File: src/rtl/dm_ctrl_if.sv
// CPU <-> data-memory stage bundle: request/store side from the CPU, load data,
// completion, error and stall back from the memory stage.
interface dm_ctrl_if;
    logic        req;
    logic        we;
    logic [2:0]  mem_type;
    logic [31:0] addr;
    logic [31:0] wdata;
    logic [31:0] rdata;
    logic        done;
    logic        err;
    logic        stall;

    modport master (
        output req, we, mem_type, addr, wdata,
        input  rdata, done, err, stall
    );

    modport slave (
        input  req, we, mem_type, addr, wdata,
        output rdata, done, err, stall
    );
endinterface

File: src/rtl/dm_ctrl.sv
// Data-memory stage: word array with wait states, byte/half/word loads and stores.
// Define DM_ALIGN_CHECK_EN to flag misaligned word/half accesses instead of aligning them.
module dm_ctrl #(
    parameter int ADDR_W      = 7,
    parameter int WAIT_CYCLES = 2
) (
    input  logic       clk,
    input  logic       rstn,
    dm_ctrl_if.slave   bus
);
    typedef enum logic [1:0] {IDLE = 2'd0, WAIT = 2'd1, DONE = 2'd2} state_t;

    state_t              state_q, state_d;
    logic [3:0]          cnt_q, cnt_d;
    logic                we_q, we_d;
    logic [2:0]          type_q, type_d;
    logic [ADDR_W+1:0]   addr_q, addr_d;
    logic [31:0]         wdata_q, wdata_d;
    logic [31:0]         rdata_q, rdata_d;
    logic                done_q, done_d;
    logic                err_q, err_d;

    logic [31:0]         mem [2**ADDR_W];

    logic                accept, enter_done, misaligned, mem_we;
    logic                cur_we;
    logic [2:0]          cur_type;
    logic [ADDR_W+1:0]   cur_addr;
    logic [31:0]         cur_wdata;
    logic                is_half, is_byte, is_signed;
    logic [ADDR_W-1:0]   idx;
    logic [31:0]         mem_word, load_val, lane_wdata, wr_word;
    logic [15:0]         half_sel;
    logic [7:0]          byte_sel;
    logic [3:0]          be;
    logic                unused_addr_bits;

    // Upper address bits wrap; they never reach the array.
    assign unused_addr_bits = ^bus.addr[31:ADDR_W+2];

    // The accepting edge can also be the completing edge, so use live inputs in IDLE.
    assign accept    = (state_q == IDLE) && bus.req;
    assign cur_we    = accept ? bus.we                : we_q;
    assign cur_type  = accept ? bus.mem_type          : type_q;
    assign cur_addr  = accept ? bus.addr[ADDR_W+1:0]  : addr_q;
    assign cur_wdata = accept ? bus.wdata             : wdata_q;

    assign is_half   = (cur_type == 3'b001) || (cur_type == 3'b010);
    assign is_byte   = (cur_type == 3'b011) || (cur_type == 3'b100);
    assign is_signed = (cur_type == 3'b001) || (cur_type == 3'b011);
    assign idx       = cur_addr[ADDR_W+1:2];

`ifdef DM_ALIGN_CHECK_EN
    assign misaligned = is_half ? cur_addr[0] : (!is_byte && (cur_addr[1:0] != 2'b00));
`else
    // Lane selection below already ignores the low bits a word/half cannot use.
    assign misaligned = 1'b0;
`endif

    assign mem_word = mem[idx];
    assign half_sel = cur_addr[1] ? mem_word[31:16] : mem_word[15:0];
    assign byte_sel = mem_word[{cur_addr[1:0], 3'b000} +: 8];

    always_comb begin
        load_val = mem_word;
        if (is_half)
            load_val = is_signed ? {{16{half_sel[15]}}, half_sel} : {16'h0000, half_sel};
        else if (is_byte)
            load_val = is_signed ? {{24{byte_sel[7]}}, byte_sel} : {24'h000000, byte_sel};
    end

    for (genvar gi = 0; gi < 4; gi++) begin : g_lane
        assign be[gi] = is_byte ? (cur_addr[1:0] == 2'(gi))
                      : (is_half ? (cur_addr[1] == (gi >= 2)) : 1'b1);
        assign lane_wdata[8*gi +: 8] = is_byte ? cur_wdata[7:0]
                      : (is_half ? cur_wdata[8*(gi%2) +: 8] : cur_wdata[8*gi +: 8]);
        assign wr_word[8*gi +: 8] = be[gi] ? lane_wdata[8*gi +: 8] : mem_word[8*gi +: 8];
    end

    always_comb begin
        state_d = state_q;
        cnt_d   = cnt_q;
        we_d    = we_q;
        type_d  = type_q;
        addr_d  = addr_q;
        wdata_d = wdata_q;
        case (state_q)
            IDLE: begin
                if (bus.req) begin
                    we_d    = bus.we;
                    type_d  = bus.mem_type;
                    addr_d  = bus.addr[ADDR_W+1:0];
                    wdata_d = bus.wdata;
                    if (misaligned || (WAIT_CYCLES == 0)) begin
                        state_d = DONE;
                    end else begin
                        cnt_d   = 4'(WAIT_CYCLES);
                        state_d = WAIT;
                    end
                end
            end
            WAIT: begin
                cnt_d = cnt_q - 4'd1;
                if (cnt_q <= 4'd1)
                    state_d = DONE;
            end
            DONE: begin
                cnt_d   = 4'd0;
                state_d = IDLE;
            end
            default: state_d = IDLE;
        endcase

        enter_done = (state_d == DONE) && (state_q != DONE);
        mem_we     = enter_done && cur_we && !misaligned;
        done_d     = enter_done;
        err_d      = enter_done && misaligned;
        rdata_d    = rdata_q;
        if (enter_done)
            rdata_d = (cur_we || misaligned) ? 32'h0 : load_val;
    end

    always_ff @(posedge clk or negedge rstn) begin
        if (!rstn) begin
            state_q <= IDLE;
            cnt_q   <= 4'd0;
            we_q    <= 1'b0;
            type_q  <= 3'b000;
            addr_q  <= '0;
            wdata_q <= 32'h0;
            rdata_q <= 32'h0;
            done_q  <= 1'b0;
            err_q   <= 1'b0;
        end else begin
            state_q <= state_d;
            cnt_q   <= cnt_d;
            we_q    <= we_d;
            type_q  <= type_d;
            addr_q  <= addr_d;
            wdata_q <= wdata_d;
            rdata_q <= rdata_d;
            done_q  <= done_d;
            err_q   <= err_d;
        end
    end

    // Array contents survive reset; only a completing store touches them.
    always_ff @(posedge clk) begin
        if (mem_we)
            mem[idx] <= wr_word;
    end

    assign bus.rdata = rdata_q;
    assign bus.done  = done_q;
    assign bus.err   = err_q;
    assign bus.stall = accept || (state_q == WAIT);
endmodule

File: src/flat_wrapper.sv
// flat-port wrapper written by rule: the top's interface ports become plain ports
module dm_ctrl_flat 
#(
    parameter int ADDR_W      = 7,
    parameter int WAIT_CYCLES = 2
)
  (clk, rstn, bus_req, bus_we, bus_mem_type, bus_addr, bus_wdata, bus_rdata, bus_done, bus_err, bus_stall);
  dm_ctrl_if bus_i ();
  input  logic clk;
  input  logic rstn;
  input wire logic [$bits(bus_i.req)-1:0] bus_req;
  input wire logic [$bits(bus_i.we)-1:0] bus_we;
  input wire logic [$bits(bus_i.mem_type)-1:0] bus_mem_type;
  input wire logic [$bits(bus_i.addr)-1:0] bus_addr;
  input wire logic [$bits(bus_i.wdata)-1:0] bus_wdata;
  output wire logic [$bits(bus_i.rdata)-1:0] bus_rdata;
  output wire logic [$bits(bus_i.done)-1:0] bus_done;
  output wire logic [$bits(bus_i.err)-1:0] bus_err;
  output wire logic [$bits(bus_i.stall)-1:0] bus_stall;
  assign bus_i.req = bus_req;
  assign bus_i.we = bus_we;
  assign bus_i.mem_type = bus_mem_type;
  assign bus_i.addr = bus_addr;
  assign bus_i.wdata = bus_wdata;
  assign bus_rdata = bus_i.rdata;
  assign bus_done = bus_i.done;
  assign bus_err = bus_i.err;
  assign bus_stall = bus_i.stall;
  dm_ctrl #(.ADDR_W(ADDR_W), .WAIT_CYCLES(WAIT_CYCLES)) u_core (.clk(clk), .rstn(rstn), .bus(bus_i));
endmodule
File: config.mk
export PLATFORM = sky130hd
export DESIGN_NAME = dm_ctrl_flat
export DESIGN_NICKNAME = d
export VERILOG_FILES = /design/src/rtl/dm_ctrl_if.sv /design/src/rtl/dm_ctrl.sv /design/src/flat_wrapper.sv
export SDC_FILE = /design/constraint.sdc
export NUM_CORES = 2
export LEC_CHECK = 0
export ABC_AREA = 1
export BUFFER_PORTS_ARGS = -buffer_cell sky130_fd_sc_hd__buf_4
export CORE_ASPECT_RATIO = 2
export CORE_MARGIN = 2
export CORE_UTILIZATION = 38
export CTS_BUF_LIST = sky130_fd_sc_hd__clkbuf_4
export CTS_CLUSTER_SIZE = 16
export DETAILED_ROUTE_END_ITERATION = 12
export HOLD_SLACK_MARGIN = 0.12
export SYNTH_ARGS = -nofsm -noshare
export SYNTH_HDL_FRONTEND = slang
export SYNTH_SLANG_ARGS = --single-unit
export TNS_END_PERCENT = 10
File: constraint.sdc
create_clock -name clk -period 16 [get_ports clk]
set_input_delay 1.6 -clock clk [delete_from_list [all_inputs] [get_ports clk]]
set_output_delay 1.6 -clock clk [all_outputs]
set_load 0.05 [all_outputs]
==> results_dict.tcl <==
set metrics [dict create \
    cts_resized 0 \
    clkLatencyLatePin_ns 1.59 \
    slew_headroom_pct 3.59 \
    drtIter0Drc 12800 \
    core_area_um2 417000 \
    yosys.area.top_type_share_pct 77.4 \
    route.detailed.drc 0 \
    fin_skew_ns 0.249 \
    hold_path.class "in2reg" \
    worstPathArrival_ns 10.22 \
    path_max_fanout 84 \
    synth_cells 11600 \
    worstPathRequired_ns 17.08 \
    r2r-start "u_core.state_q[0]" \
    ys_seq_elements 4180 \
    die_area_um2 424000 \
    synthSimpleGateAreaFrac_pct 12.5 \
    synth_top_family_by_area "simple AND/OR/NAND/NOR gates" \
    vias 103000 \
    path_clk_slew_ns 0.07 \
    grt_overflow 0 \
    antenna_found_initial 29 \
    synthToLayoutAreaGrowth_pct 13.1 \
    synth_nets 11600 \
    hpwl_mm 273 \
    cts_made_buffers 930 \
    cts_root_buffer "clkbuf_4" \
    timing.final.crit_period_ns 9.13 \
    grt_pass1_wl_mm 702 \
    ys_seq_area_share_pct 78.7 \
    gp_congestion 0.940 \
    ys.flop_type "edfxtp_1" \
    finalHoldViolCount 0 \
    nets 12400 \
    worst_setup_path_end_kind "flop" \
    die_w_um 461 \
    port_buffers 81 \
    yosys.area.top_type "edfxtp_1" \
    syn-mean-instance-area_um2 13.7 \
    drive_gt1_share_pct 16.4 \
    start_util_pct 38.1 \
    synthMuxAreaShare_pct 0.0315 \
    clock_path_buffers 4 \
    fin_crit_sh_pct 57.1 \
    maxCapViolations 0 \
    ys_types 43 \
    ant_nets 0 \
    r2r_cells 22 \
    status "finished clean" \
    synth_xor_area_share_pct 0.0110 \
    grt_usage_pct 22.9 \
    worst-r2r-setup-slack_ns 6.87 \
    reg2reg_to "u_core.mem[94][29]" \
    async_flop_share_pct 2.01 \
    rsz0062_at_grt "no" \
    synthAdderAreaFrac_pct 0.0394 \
    routedWlPerCell_um 26.9 \
    ios 106 \
    drt-pass1-iter-count 6 \
    cts.sinks 4180 \
    fin_setup_tns_ns 0 \
    synth_compound_area_share_pct 6.10 \
    hold_depth 3 \
    fill_cells 38000 \
    final_cell_mix "4096 x edfxtp_1, 2272 x nor2_1, 1865 x nand2_1" \
    grt_max_degree 147 \
    crit_type "reg2reg" \
    synth.area.top_cells "edfxtp_1 77%, nor2_1 5.7%, nand2_1 4.4%, o22ai_1 4.2%, dfrtp_1 1.3%" \
    whs_endpoint "u_core.wdata_q[8]" \
    drt_wl_total_mm 501 \
    via_per_inst 5.49 \
    cts_tree "yes" \
    netlist_area_um2 159000 \
    die_y_um 919 \
    htreeDepth 6 \
    start_kind "flop" \
    worst_pin_slew_ns 1.43 \
    yosysWarnings 0 \
    grt_pass1_vias 97700 \
    final_common_cell "edfxtp_1" \
    max_freq_mhz 109 \
    row_count 336 \
    finalSetupViolations 0 \
    holdCritStartpoint "bus_wdata[8]" \
    synth-edff-count 4096 \
    slew_viol_final 0 \
]
-- cell families after synthesis --
kind of cell / Yosys count
AOI/OAI and AO/OA: 1562
xor gates and xnor gates: 2
adders and majority gates: 5
buffers and inverters: 882
DFF: 4180
muxes: 5
other: 1
and+or+nand+nor: 4933
-- worst max-delay path, stage by stage, from the launching register on --
cell	delay, ns
dfrtp_1	0.36
inv_1	0.08
ha_1	0.37
nand2_4	0.57
nand2_1	0.20
nand2_4	0.11
buf_4	0.52
nor2_4	0.26
buf_4	0.40
nand2_8	0.45
buf_12	0.47
buf_4	0.59
o22ai_1	0.13
nor2_1	0.13
nand2_1	0.06
nand2_1	0.05
nand2_1	0.13
nor2_1	0.43
nor2_1	0.09
nor2_1	0.58
nand2_1	0.37
o21ai_4	1.08
buf_4	0.95
-- through the flow --
stage          hold slack, ns  setup WS, ns  utilization, %  instances  instance area, um^2
3_5_place_dp            0.463          6.27            40.2      17000               168000
5_1_grt                 0.252          6.78            43.0      18600               180000
2_1_floorplan           0.440          6.17               -      11600               159000
4_1_cts                 0.149          7.05            43.0      18600               180000
3_3_place_gp            0.457          6.33            40.2      17000               168000
6_report                0.291          6.87            43.1      18700               180000
-- synthesized netlist by cell type (2+ instances only) --
cell type,instances
buf_2,388
nand4_1,190
o21ai_1,45
a31oi_1,10
ha_1,5
nor2_1,2403
o21ai_0,219
edfxtp_1,4096
a21oi_1,72
nand2_1,1874
nand2_2,14
o21a_1,12
o21ai_2,4
clkbuf_1,88
nor2_4,2
dfrtp_1,84
nor3_1,19
o221ai_1,3
nand3b_1,37
buf_6,19
nor2_2,12
or2_2,62
mux2i_1,5
inv_2,9
nand3_1,306
clkinv_1,3
or2_1,4
buf_1,17
nand2_4,4
inv_1,289
xor2_1,2
o31ai_1,2
and2_1,5
o22ai_1,1061
o22a_1,104
o211ai_1,24
buf_4,68
o2bb2ai_1,4
-- area by class of cell --
class / instances / area [um^2] / share of cell area [%]
clock buffers: 1391 / 10400 / 5.81
inverters: 301 / 1140 / 0.634
repair buffers: 413 / 3420 / 1.90
flip-flops and latches: 4180 / 125000 / 69.6
diodes: 18 / 45.0 / 0.0251
well taps: 5577 / 6980 / 3.88
multi-input cells: 6508 / 31200 / 17.4
clock inverters: 269 / 1420 / 0.789
-- flip-flops by register name, indices dropped and copies added, names as in the netlist --
register	count
u_core.type_q	3
u_core.cnt_q	4
u_core.bus.done	1
u_core.we_q	1
u_core.addr_q	9
u_core.state_q	2
u_core.mem	4096
u_core.wdata_q	32
u_core.bus.rdata	32
-- worst max-delay path by stage --
stage | start | endpoint | slack [ns] | cells after the start
final | u_core.state_q[0] | u_core.mem[94][29] | 6.87 | 22
after global routing | u_core.state_q[1] | u_core.mem[82][22] | 6.78 | 21
after global placement | bus_req | u_core.mem[89][29] | 6.33 | 21
after floorplan | bus_req | u_core.mem[0][0] | 6.17 | 15
after CTS | u_core.state_q[0] | u_core.mem[27][20] | 7.05 | 21
after detailed placement | bus_req | u_core.mem[94][29] | 6.27 | 21
-- routing by layer --
metal	GRT usage, %	routed length [um]	vias to the layer above
met3	4.26	50400	998
met4	12.3	28600	12
met2	36.2	232000	6051
li1	-	-	44300
met5	0	88	-
met1	30.0	190000	51200
-- what timing repair did --
| action | in CTS | in global routing |
|---|---|---|
| hold buffers | 1 | 0 |
| setup buffers | 0 | 0 |
| hold endpoints to repair | 4 | 0 |
Power is not shown: default switching activity piles up to over one toggle a cycle in this logic, so the estimate is an artifact.
